[config.mk]
export PLATFORM = sky130hd
export DESIGN_NAME = insn_fetch_assembler
export DESIGN_NICKNAME = d
export VERILOG_FILES = /design/src/rtl/insn_fetch_assembler.sv
export SDC_FILE = /design/constraint.sdc
export NUM_CORES = 1
export LEC_CHECK = 0
export BUFFER_PORTS_ARGS = -buffer_cell sky130_fd_sc_hd__buf_4
export CAP_MARGIN = 5
export CORE_AREA = 4 4 103 105
export CTS_CLUSTER_SIZE = 28
export DETAILED_ROUTE_END_ITERATION = 10
export DIE_AREA = 0 0 107 109
export MAX_ROUTING_LAYER = met4
export PLACE_DENSITY_LB_ADDON = 0.1
export SLEW_MARGIN = 20
export SYNTH_ARGS = -nofsm -noshare
export SYNTH_HDL_FRONTEND = slang
export SYNTH_SLANG_ARGS = --single-unit
[constraint.sdc]
create_clock -name clk -period 2 [get_ports clk]
set_clock_uncertainty 0.2 [all_clocks]
set_input_delay 0 -clock clk [delete_from_list [all_inputs] [get_ports clk]]
set_output_delay 0 -clock clk [all_outputs]
set_load 0.005 [all_outputs]
[src/rtl/insn_fetch_assembler.sv]
// Instruction fetch stage: reads three consecutive 16-bit words from a synchronous
// instruction RAM and presents them as one 48-bit big-endian opcode over valid/ready.
module insn_fetch_assembler #(
  parameter int MEM_AW = 11,
  parameter int INSN_W = 48
) (
  input  logic              clk,
  input  logic              rst,
  input  logic              flush,
  input  logic              req_valid,
  output logic              req_ready,
  input  logic [31:0]       req_addr,
  output logic              mem_rd_en,
  output logic [MEM_AW-1:0] mem_addr,
  input  logic [15:0]       mem_rdata,
  output logic              insn_valid,
  input  logic              insn_ready,
  output logic [INSN_W-1:0] insn_data,
  output logic              insn_err
);

  if (INSN_W != 48) begin : g_bad_insn_w
    $error("insn_fetch_assembler: INSN_W must be 48 (three 16-bit words)");
  end
  if ((MEM_AW < 2) || (MEM_AW > 30)) begin : g_bad_mem_aw
    $error("insn_fetch_assembler: MEM_AW must be in 2..30");
  end

  localparam logic [2:0] S_IDLE = 3'd0;
  localparam logic [2:0] S_RD0  = 3'd1;
  localparam logic [2:0] S_RD1  = 3'd2;
  localparam logic [2:0] S_RD2  = 3'd3;
  localparam logic [2:0] S_WAIT = 3'd4;
  localparam logic [2:0] S_HOLD = 3'd5;

  // Highest legal start word: the opcode needs w, w+1 and w+2 inside the RAM.
  localparam logic [MEM_AW-1:0] W_LAST = {{(MEM_AW-2){1'b1}}, 2'b01};
  localparam logic [MEM_AW-1:0] W_ONE  = {{(MEM_AW-1){1'b0}}, 1'b1};
  localparam logic [MEM_AW-1:0] W_TWO  = {{(MEM_AW-2){1'b0}}, 2'b10};

  logic [2:0]        state_q,      state_d;
  logic [MEM_AW-1:0] base_q,       base_d;
  logic [15:0]       word0_q,      word0_d;
  logic [15:0]       word1_q,      word1_d;
  logic              mem_rd_en_q,  mem_rd_en_d;
  logic [MEM_AW-1:0] mem_addr_q,   mem_addr_d;
  logic              insn_valid_q, insn_valid_d;
  logic [INSN_W-1:0] insn_data_q,  insn_data_d;
  logic              insn_err_q,   insn_err_d;

  logic [MEM_AW-1:0] req_w_s;
  logic              misaligned_s;
  logic              out_of_range_s;
  logic              req_err_s;
  logic              accept_s;

  assign req_w_s        = req_addr[MEM_AW:1];
  assign misaligned_s   = req_addr[0];
  assign out_of_range_s = (req_addr[31:MEM_AW+1] != '0) || (req_w_s > W_LAST);
  assign req_err_s      = misaligned_s || out_of_range_s;

  // A request offered alongside flush or reset must not be taken.
  assign req_ready = (state_q == S_IDLE) && !rst && !flush;
  assign accept_s  = req_valid && req_ready;

  // Next-state and output-register computation for the fetch sequencer.
  always_comb begin
    state_d      = state_q;
    base_d       = base_q;
    word0_d      = word0_q;
    word1_d      = word1_q;
    mem_rd_en_d  = mem_rd_en_q;
    mem_addr_d   = mem_addr_q;
    insn_valid_d = insn_valid_q;
    insn_data_d  = insn_data_q;
    insn_err_d   = insn_err_q;

    if (flush) begin
      state_d      = S_IDLE;
      word0_d      = 16'h0000;
      word1_d      = 16'h0000;
      mem_rd_en_d  = 1'b0;
      insn_valid_d = 1'b0;
      insn_err_d   = 1'b0;
    end else begin
      case (state_q)
        S_IDLE: begin
          if (accept_s) begin
            if (req_err_s) begin
              state_d      = S_HOLD;
              insn_valid_d = 1'b1;
              insn_err_d   = 1'b1;
              insn_data_d  = '0;
            end else begin
              state_d     = S_RD0;
              base_d      = req_w_s;
              mem_rd_en_d = 1'b1;
              mem_addr_d  = req_w_s;
            end
          end else begin
            state_d = S_IDLE;
          end
        end
        S_RD0: begin
          state_d     = S_RD1;
          mem_rd_en_d = 1'b1;
          mem_addr_d  = base_q + W_ONE;
        end
        S_RD1: begin
          state_d     = S_RD2;
          word0_d     = mem_rdata;
          mem_rd_en_d = 1'b1;
          mem_addr_d  = base_q + W_TWO;
        end
        S_RD2: begin
          state_d     = S_WAIT;
          word1_d     = mem_rdata;
          mem_rd_en_d = 1'b0;
        end
        S_WAIT: begin
          // Third word arrives now; assemble directly from the RAM bus.
          state_d      = S_HOLD;
          insn_data_d  = {word0_q, word1_q, mem_rdata};
          insn_valid_d = 1'b1;
          insn_err_d   = 1'b0;
        end
        S_HOLD: begin
          if (insn_ready) begin
            state_d      = S_IDLE;
            insn_valid_d = 1'b0;
            insn_err_d   = 1'b0;
          end else begin
            state_d = S_HOLD;
          end
        end
        default: begin
          state_d      = S_IDLE;
          mem_rd_en_d  = 1'b0;
          insn_valid_d = 1'b0;
          insn_err_d   = 1'b0;
        end
      endcase
    end
  end

  // State and output registers with synchronous active-high reset.
  always_ff @(posedge clk) begin
    if (rst) begin
      state_q      <= S_IDLE;
      base_q       <= '0;
      word0_q      <= 16'h0000;
      word1_q      <= 16'h0000;
      mem_rd_en_q  <= 1'b0;
      mem_addr_q   <= '0;
      insn_valid_q <= 1'b0;
      insn_data_q  <= '0;
      insn_err_q   <= 1'b0;
    end else begin
      state_q      <= state_d;
      base_q       <= base_d;
      word0_q      <= word0_d;
      word1_q      <= word1_d;
      mem_rd_en_q  <= mem_rd_en_d;
      mem_addr_q   <= mem_addr_d;
      insn_valid_q <= insn_valid_d;
      insn_data_q  <= insn_data_d;
      insn_err_q   <= insn_err_d;
    end
  end

  assign mem_rd_en  = mem_rd_en_q;
  assign mem_addr   = mem_addr_q;
  assign insn_valid = insn_valid_q;
  assign insn_data  = insn_data_q;
  assign insn_err   = insn_err_q;

endmodule
==> impl_metrics.tcl, run 1 <==
set metrics [dict create \
    synthArstFlopShare_pct 0 \
    post-route-min-period_ps 2008 \
    overflow 0 \
    criticalPathCategory "input port to register" \
    die_height_um 109 \
    finalSetupTns_ps -7.795 \
    io_buffers 115 \
    cts_tree "yes" \
    final_layout_size_suffix_gt1_share_pct 26.34 \
    required_ps 2080 \
    routedWlPerCell_um 16.13 \
    cts_root_buf "clkbuf_8" \
    wl_um 13600 \
    synth_ff_type "dfxtp_1" \
    rows 36 \
    cts_max_path_buffers 2 \
    final_util_pct 64.58 \
    min_period_over_period_pct 100.4 \
    maxCapViolations 0 \
    dieArea_um2 11660 \
    power.density_nw_per_um2 651.9 \
    end_kind "register" \
    initial_core_util_pct 47.53 \
    synthesis.area_um2 4582 \
    setup_ws_ps -7.795 \
    syn_nets 622 \
    cp_max_fo 11 \
    clk_pin_slew_worst_paths_ps 100 \
    slew_headroom_pct 72.02 \
    switching_share_pct 25.85 \
    worstPathArrival_ps 2090 \
    numCtsBuffers 9 \
    grt.total_usage_pct 23.66 \
    worst_hold_path_type "input port to register" \
    grt_pass1_wl_um 21660 \
    switchingPower_mw 1.049 \
    yosys_register_bits 108 \
    ios 116 \
    route.vias.total 4592 \
    n_antenna_cell 0 \
    fmax_mhz 498.1 \
    clk_latency_ps 360 \
    drt_iter0_markers 262 \
    synth_area_leaders "dfxtp_1 47%, nand2_1 11%, a21oi_1 10%" \
    ir_drop_v 0.0004862 \
    area_growth_syn_to_layout_pct 35.85 \
    yosysWarnings 0 \
    combPwrFrac_pct 10.7 \
    p_seq_share_pct 54.1 \
    grt_max_degree 49 \
    finalNonFillerCells 843 \
    drv_slew 0 \
    dp_hpwl_um 9200 \
    synth_edf_count 0 \
    synth_top_area_share_pct 47.19 \
    ys_types 52 \
    worstSetupStartpointType "input port" \
    dp_cells 794 \
    synth_top_cell_by_area "dfxtp_1" \
    total_power_mw 4.058 \
    status "finished, violations left" \
    clkPwrFrac_pct 35.2 \
    final_nets 760 \
    final-setup-viol-count 1 \
    cts_sinks 108 \
    dpl_worst_slack_ps 8.617 \
    first_pass_iters 5 \
    total_leakage_power_nw 2.367 \
    syn_area_per_cell_um2 8.081 \
    seq_area_frac_synth_pct 47.19 \
    placed_area_um2 5640 \
    antenna_found_initial 0 \
    failed_checks "setup timing" \
    hold_viol 0 \
    avgViaCountPerCell 5.447 \
    grt_pass1_vias 4429 \
    intPower_mw 3.009 \
    synth_cells 567 \
    holdWs_ps 90.57 \
    gp_congestion 0.8268 \
    die-width_um 107 \
    tightest_slew_ps 419.7 \
    core_um2 9639 \
    ant_nets 0 \
    drc 0 \
    final_area_um2 6225 \
    htreeDepth 3 \
]
==> power by group through the flow <==
stage | combinational, mW | sequential, mW | clock (mW)
floorplan | 0.168 | 2.24 | 0
global placement | 0.372 | 2.24 | 0
detailed placement | 0.377 | 2.24 | 0
CTS | 0.426 | 2.19 | 1.46
global route | 0.470 | 2.20 | 1.55
finish | 0.434 | 2.20 | 1.43
==> sequential cells by signal, indices dropped and copies added (netlist names) <==
name	cells
insn_data	48
word0_q	16
word1_q	16
base_q	11
mem_addr	11
state_q	3
insn_err	1
insn_valid	1
mem_rd_en	1
==> final cells by class <==
class,instances,area [um^2]
Sequential cell,108,2170
Multi-Input combinational cell,408,2227
Timing Repair Buffer,173,1431
Fill cell,918,3415
Tap cell,133,166.4
Inverter,5,18.77
Clock inverter,7,87.58
Clock buffer,9,123.9
==> synth_stat cells, drive strengths merged (3+ instances only) <==
library cell	n
a31oi	5
xor2	4
nor4	4
a22oi	3
nand4	5
nor3	15
nand3	8
nand2	130
and4	3
o31ai	8
nor2	24
a221oi	3
o21ai	55
a21oi	93
and3	3
inv	5
buf	15
o311a	3
clkbuf	31
dfxtp	108
mux2i	11
a211oi	6
==> metal layers <==
layer,GRT usage [%],up-vias,part of all wire [%]
li1,-,2249,-
met1,31.90,2169,46
met2,37.10,159,47
met3,5.092,15,5.5
met4,4.749,0,1.1
met5,-,-,0
==> kinds of logic after synthesis <==
kind of cell | Yosys count | share of synthesized area [%]
flip-flops | 108 | 47.19
adder cells (fa/ha/maj) | 2 | 0.5461
multiplexers | 11 | 2.403
buffers and inverters | 51 | 5.188
XOR/XNOR | 5 | 0.9557
AND/OR/NAND/NOR | 205 | 20.67
AO/OA/AOI/OAI | 185 | 23.05
==> critical path, cell delays in order <==
cell,delay (ps)
dlygate4sd3_1,540
buf_4,120
nand4_1,220
or3_4,460
and4_4,190
or2_4,230
buf_12,140
a211oi_2,180
==> cells in the final DEF (no fill, tap or decap), types with 3 or more instances in the layout <==
master	n
buf_4	135
a221oi_1	3
and3_1	3
nor2_1	23
dfxtp_2	3
a31oi_1	5
inv_6	4
o21ai_0	51
a211oi_2	4
inv_1	5
a21oi_1	92
o311a_1	3
a22oi_1	3
buf_12	4
xor2_1	4
o31ai_1	7
nand4_1	5
nand2_1	130
nor4_2	4
clkbuf_8	9
mux2i_1	11
nor3_1	11
nand3_1	8
dlygate4sd3_1	31
dfxtp_1	104
o21ai_1	3
==> timing repair <==
action,4_1_cts,5_1_grt
endpoints found under the hold margin,103,0
hold buffers,31,0
resized for setup,1,14
setup endpoints to repair,1,46
pin swaps,0,3
gates cloned,0,1
buffers inserted,0,1
==> final timing paths <==
| check | slack, ps | start | cells after the start | to |
|---|---|---|---|---|
| worst min-delay path | 90 | req_addr[12] | 6 | state_q[2]$_SDFF_PP0_ |
| worst max-delay path | -8 | req_addr[7] | 8 | mem_addr[3]$_SDFFE_PP0P_ |
| worst max register to register | 50 | state_q[2]$_SDFF_PP0_ | 6 | mem_addr[3]$_SDFFE_PP0P_ |
| worst min register to register | 250 | word0_q[12]$_SDFFE_PP0P_ | 2 | insn_data[44]$_SDFFE_PP0P_ |
Power figures use the tool's default switching activity.
==> run 2, diff against run 1 <==
--- a/config.mk
+++ b/config.mk
@@ -13,6 +13,7 @@
 export DIE_AREA = 0 0 107 109
 export MAX_ROUTING_LAYER = met4
 export PLACE_DENSITY_LB_ADDON = 0.1
+export SKIP_CTS_REPAIR_TIMING = 1
 export SLEW_MARGIN = 20
 export SYNTH_ARGS = -nofsm -noshare
 export SYNTH_HDL_FRONTEND = slang
==> impl_metrics.tcl, run 2 (synthesis gave the netlist of run 1 again) <==
set metrics [dict create \
    status "finished, final reports clean" \
    dieArea_um2 11660 \
    clkPwrFrac_pct 35.1 \
    crit_family "simple AND/OR/NAND/NOR gates" \
    cp_slowest_cell "dlygate4sd3_1" \
    crit_cells 8 \
    grt_busiest_layer "met2" \
    end_kind "register" \
    core_um2 9639 \
    route.vias.total 4632 \
    worstSetupStartpointType "input port" \
    p_seq_share_pct 54.0 \
    finalSetupTns_ps 0 \
    clk_pin_slew_worst_paths_ps 100 \
    ir_drop_v 0.0004865 \
    drt_iter0_markers 338 \
    rows 36 \
    cp_max_fo 11 \
    crit_path_max_incr_delay_ps 580 \
    total_leakage_power_nw 2.384 \
    drc 0 \
    grt_use_met3_pct 4.677 \
    cts_sinks 108 \
    setup_ws_ps 36.80 \
    switching_share_pct 25.82 \
    area_growth_syn_to_layout_pct 36.59 \
    numCtsBuffers 9 \
    finalNonFillerCells 848 \
    switchingPower_mw 1.049 \
    required_ps 2080 \
    grt_pass1_wl_um 20670 \
    dpl_worst_slack_ps 8.617 \
    grt.total_usage_pct 22.54 \
    holdWs_ps 69.53 \
    cts_root_buf "clkbuf_8" \
    gp_congestion 0.8268 \
    total_power_mw 4.063 \
    path_cells "buf_4 -> dlygate4sd3_1 -> or4b_4 -> a21oi_2 -> and4_4 -> buf_6 -> nor3_1 -> a211oi_2" \
    n_antenna_cell 0 \
    ios 116 \
    slew_headroom_pct 38.95 \
    power.density_nw_per_um2 649.2 \
    combPwrFrac_pct 10.9 \
    htreeDepth 3 \
    post-route-min-period_ps 1963 \
    drv_slew 0 \
    cts_tree "yes" \
    die-width_um 107 \
    io_buffers 115 \
    criticalPathCategory "input port to register" \
    die_height_um 109 \
    hold_start "rst" \
    use_met2_pct 34.49 \
    r2r.worst_path.cells 6 \
    min_to "mem_rd_en$_SDFFE_PP0P_" \
    largest_reg_flops 48 \
    intPower_mw 3.014 \
    cts_max_path_buffers 2 \
    final_layout_size_suffix_gt1_share_pct 25.73 \
    maxCapViolations 0 \
    worst_hold_path_type "input port to register" \
    placed_area_um2 5640 \
    first_pass_iters 5 \
    final_nets 765 \
    layout_common_cells "135 x buf_4, 130 x nand2_1, 104 x dfxtp_1, 92 x a21oi_1, 51 x o21ai_0" \
    avgViaCountPerCell 5.462 \
    fillers 915 \
    r2r_slack_ps 60 \
    wl_um 13790 \
    grt_pass1_vias 4252 \
    r2r-start "state_q[2]$_SDFF_PP0_" \
    cp_num_buf_inv 3 \
    ant_nets 0 \
    final-setup-viol-count 0 \
    globalRouteMet1Util_pct 31.32 \
    clk_latency_ps 360 \
    whs_path_depth 4 \
    hold_viol 0 \
    final_common_cell "buf_4" \
    final_area_um2 6259 \
    dp_hpwl_um 9200 \
    antenna_found_initial 0 \
    final_util_pct 64.93 \
    tightest_slew_ps 912.7 \
    initial_core_util_pct 47.53 \
    fmax_mhz 509.4 \
    routedWlPerCell_um 16.26 \
    dp_cells 794 \
    worstPathArrival_ps 2050 \
    grt_max_degree 49 \
    worstReg2RegEnd "mem_addr[3]$_SDFFE_PP0P_" \
    min_period_over_period_pct 98.16 \
    overflow 0 \
]
-- run 2: changes by cell type in the layout (fill, tap and decap cells not counted), sizes merged --
cell / before / now
dlygate4sd3: 31 / 36
-- run 2: power by group through the flow --
stage                     clock network (mW)  logic, mW  registers (mW)
after floorplan                            0      0.168            2.24
final                                   1.43      0.441            2.20
after global routing                    1.55      0.476            2.20
after CTS                               1.46      0.378            2.19
after detailed placement                   0      0.377            2.24
after global placement                     0      0.372            2.24
-- run 2: routing by layer --
layer / routed length (um) / share of wire [%]
met5: 0 / 0
met1: 6538 / 47
met2: 6405 / 46
met3: 674 / 4.9
met4: 169 / 1.2
-- run 2: cell type report --
| cell class | instances | area (um^2) | area share [%] |
|---|---|---|---|
| well taps | 133 | 166.4 | 2.659 |
| inverters | 5 | 18.77 | 0.2999 |
| flip-flops and latches | 108 | 2167 | 34.63 |
| repair buffers | 178 | 1481 | 23.67 |
| multi-input cells | 408 | 2213 | 35.37 |
| clock inverters | 7 | 87.58 | 1.399 |
| clock buffers | 9 | 123.9 | 1.979 |
-- run 2: worst max path at each step --
stage / from / end / slack, ps
global route: state_q[2]$_SDFF_PP0_ / mem_addr[5]$_SDFFE_PP0P_ / -5
floorplan: state_q[1]$_SDFF_PP0_ / mem_addr[3]$_SDFFE_PP0P_ / 130
detailed placement: state_q[2]$_SDFF_PP0_ / mem_addr[3]$_SDFFE_PP0P_ / 9
CTS: state_q[2]$_SDFF_PP0_ / mem_addr[3]$_SDFFE_PP0P_ / -4
global placement: state_q[2]$_SDFF_PP0_ / mem_addr[1]$_SDFFE_PP0P_ / 110
finish: rst / mem_addr[3]$_SDFFE_PP0P_ / 40
-- run 2: worst min-delay path, cell delays in order --
cell and delay, ps:
buf_4 120, nor2_1 190, o2111a_1 200, or3_1 100
==> run 3, diff against run 2 <==
--- a/config.mk
+++ b/config.mk
@@ -11,9 +11,9 @@
 export CTS_CLUSTER_SIZE = 28
 export DETAILED_ROUTE_END_ITERATION = 10
 export DIE_AREA = 0 0 107 109
+export GPL_TIMING_DRIVEN = 0
 export MAX_ROUTING_LAYER = met4
 export PLACE_DENSITY_LB_ADDON = 0.1
-export SKIP_CTS_REPAIR_TIMING = 1
 export SLEW_MARGIN = 20
 export SYNTH_ARGS = -nofsm -noshare
 export SYNTH_HDL_FRONTEND = slang
==> impl_metrics.tcl, run 3 (synthesis gave the netlist of run 1 again) <==
set metrics [dict create \
    total_leakage_power_nw 2.386 \
    hold_viol 0 \
    drv_slew 0 \
    r2r_slack_ps 30 \
    final_common_cell "nand2_1" \
    io_buffers 115 \
    criticalPathCategory "register to register" \
    hold_start "req_valid" \
    switching_share_pct 27.19 \
    fillers 890 \
    clkPwrFrac_pct 33.7 \
    clk_pin_slew_worst_paths_ps 110 \
    placed_area_um2 5612 \
    crit_path_max_incr_delay_ps 390 \
    whs_path_depth 4 \
    wl_um 14100 \
    setup_ws_ps 34.31 \
    cp_max_fo 10 \
    drc 0 \
    post-route-min-period_ps 1966 \
    worstSetupStartpointType "register" \
    p_seq_share_pct 55.2 \
    finalNonFillerCells 864 \
    crit_family "compound AO/OA/AOI/OAI gates" \
    overflow 0 \
    dp_hpwl_um 10170 \
    power.density_nw_per_um2 634.6 \
    grt_busiest_layer "met2" \
    min_period_over_period_pct 98.28 \
    final_area_um2 6257 \
    cts_sinks 108 \
    grt_pass1_wl_um 22630 \
    final_layout_size_suffix_gt1_share_pct 26.27 \
    dpl_worst_slack_ps -222.8 \
    ir_drop_v 0.0004329 \
    avgViaCountPerCell 5.427 \
    slew_headroom_pct 56.67 \
    htreeDepth 3 \
    area_growth_syn_to_layout_pct 36.56 \
    ios 116 \
    final-setup-viol-count 0 \
    rows 36 \
    use_met2_pct 38.04 \
    routedWlPerCell_um 16.32 \
    r2r-start "state_q[2]$_SDFF_PP0_" \
    ant_nets 0 \
    grt_use_met3_pct 3.789 \
    globalRouteMet1Util_pct 35.60 \
    end_kind "register" \
    initial_core_util_pct 47.53 \
    first_pass_iters 5 \
    status "finished, final reports clean" \
    finalSetupTns_ps 0 \
    combPwrFrac_pct 11.1 \
    final_nets 781 \
    r2r.worst_path.cells 6 \
    cts_root_buf "clkbuf_8" \
    worstReg2RegEnd "mem_addr[3]$_SDFFE_PP0P_" \
    gp_congestion 0.8615 \
    required_ps 2030 \
    grt_max_degree 22 \
    numCtsBuffers 9 \
    largest_reg_flops 48 \
    drt_iter0_markers 326 \
    dieArea_um2 11660 \
    cp_num_buf_inv 2 \
    die-width_um 107 \
    intPower_mw 2.891 \
    core_um2 9639 \
    grt.total_usage_pct 25.09 \
    cp_slowest_cell "dfxtp_4" \
    path_cells "buf_6 -> nor3b_4 -> nor2_4 -> buf_6 -> a222oi_1 -> a211oi_2" \
    grt_pass1_vias 4510 \
    route.vias.total 4689 \
    worst_hold_path_type "input port to register" \
    switchingPower_mw 1.080 \
    cts_max_path_buffers 2 \
    cts_tree "yes" \
    antenna_found_initial 0 \
    worstPathArrival_ps 2000 \
    crit_top_cell "buf_6" \
    min_to "mem_rd_en$_SDFFE_PP0P_" \
    maxCapViolations 0 \
    layout_common_cells "130 x nand2_1, 127 x buf_4, 103 x dfxtp_1, 92 x a21oi_1, 51 x o21ai_0" \
    dp_cells 815 \
    die_height_um 109 \
    tightest_slew_ps 649.9 \
    total_power_mw 3.971 \
    fmax_mhz 508.7 \
    clk_latency_ps 370 \
    n_antenna_cell 0 \
]
==> run 3: power by group through the flow <==
stage | Sequential (mW) | Combinational (mW) | Clock (mW)
floorplan | 2.24 | 0.168 | 0
global placement | 2.24 | 0.361 | 0
detailed placement | 2.24 | 0.367 | 0
CTS | 2.19 | 0.422 | 1.36
global route | 2.20 | 0.479 | 1.45
finish | 2.19 | 0.442 | 1.34
==> run 3: area by class of cell <==
type	count	area, um^2	area share, %
flip-flops and latches	108	2173	34.73
inverters	5	18.77	0.2999
multi-input cells	408	2230	35.63
plain buffers	40	234.0	3.739
well taps	133	166.4	2.659
clock buffers	9	123.9	1.980
repair buffers	154	1234	19.72
clock inverters	7	77.57	1.240
==> run 3: through the flow <==
| step | util, % | hold slack [ps] |
|---|---|---|
| global route | 64.91 | 67.48 |
| global placement | 58.22 | 57.98 |
| finish | 64.91 | 39.49 |
| detailed placement | 58.22 | 64.67 |
| CTS | 64.10 | 28.11 |
| floorplan | - | -64.04 |
==> run 3: worst max-delay path by stage <==
stage | to | from | cells after the start | slack (ps)
after CTS | mem_addr[9]$_SDFFE_PP0P_ | base_q[2]$_SDFFE_PP0P_ | 7 | 0.7
after global placement | insn_valid$_SDFFE_PP0P_ | state_q[0]$_SDFF_PP0_ | 6 | -240
after floorplan | mem_addr[3]$_SDFFE_PP0P_ | state_q[1]$_SDFF_PP0_ | 6 | 130
after detailed placement | insn_valid$_SDFFE_PP0P_ | state_q[0]$_SDFF_PP0_ | 6 | -220
after global routing | mem_addr[3]$_SDFFE_PP0P_ | state_q[1]$_SDFF_PP0_ | 6 | -20
final | mem_addr[3]$_SDFFE_PP0P_ | state_q[2]$_SDFF_PP0_ | 6 | 30
==> run 3: per-layer routing <==
metal  up-vias  part of all wire, %
li1       2291                    -
met1      2231                   46
met2       156                   46
met3        11                  7.4
met4         0                 0.79
met5         -                    0
==> run 3: timing repair <==
action / in CTS / in global routing
pin swaps: 4 / 6
gates resized for setup: 7 / 40
cloned: 0 / 1
buffers inserted: 5 / 2
hold endpoints to repair: 75 / 0
hold buffers: 31 / 0
endpoints found under the setup margin: 79 / 91
==> run 3: worst reg2reg max path, delay by kind of cell (launching register included) <==
| kind | cells | cell delay (ps) |
|---|---|---|
| buffers and inverters | 2 | 310 |
| DFF | 1 | 390 |
| and+or+nand+nor | 2 | 450 |
| AOI/OAI and AO/OA | 2 | 490 |
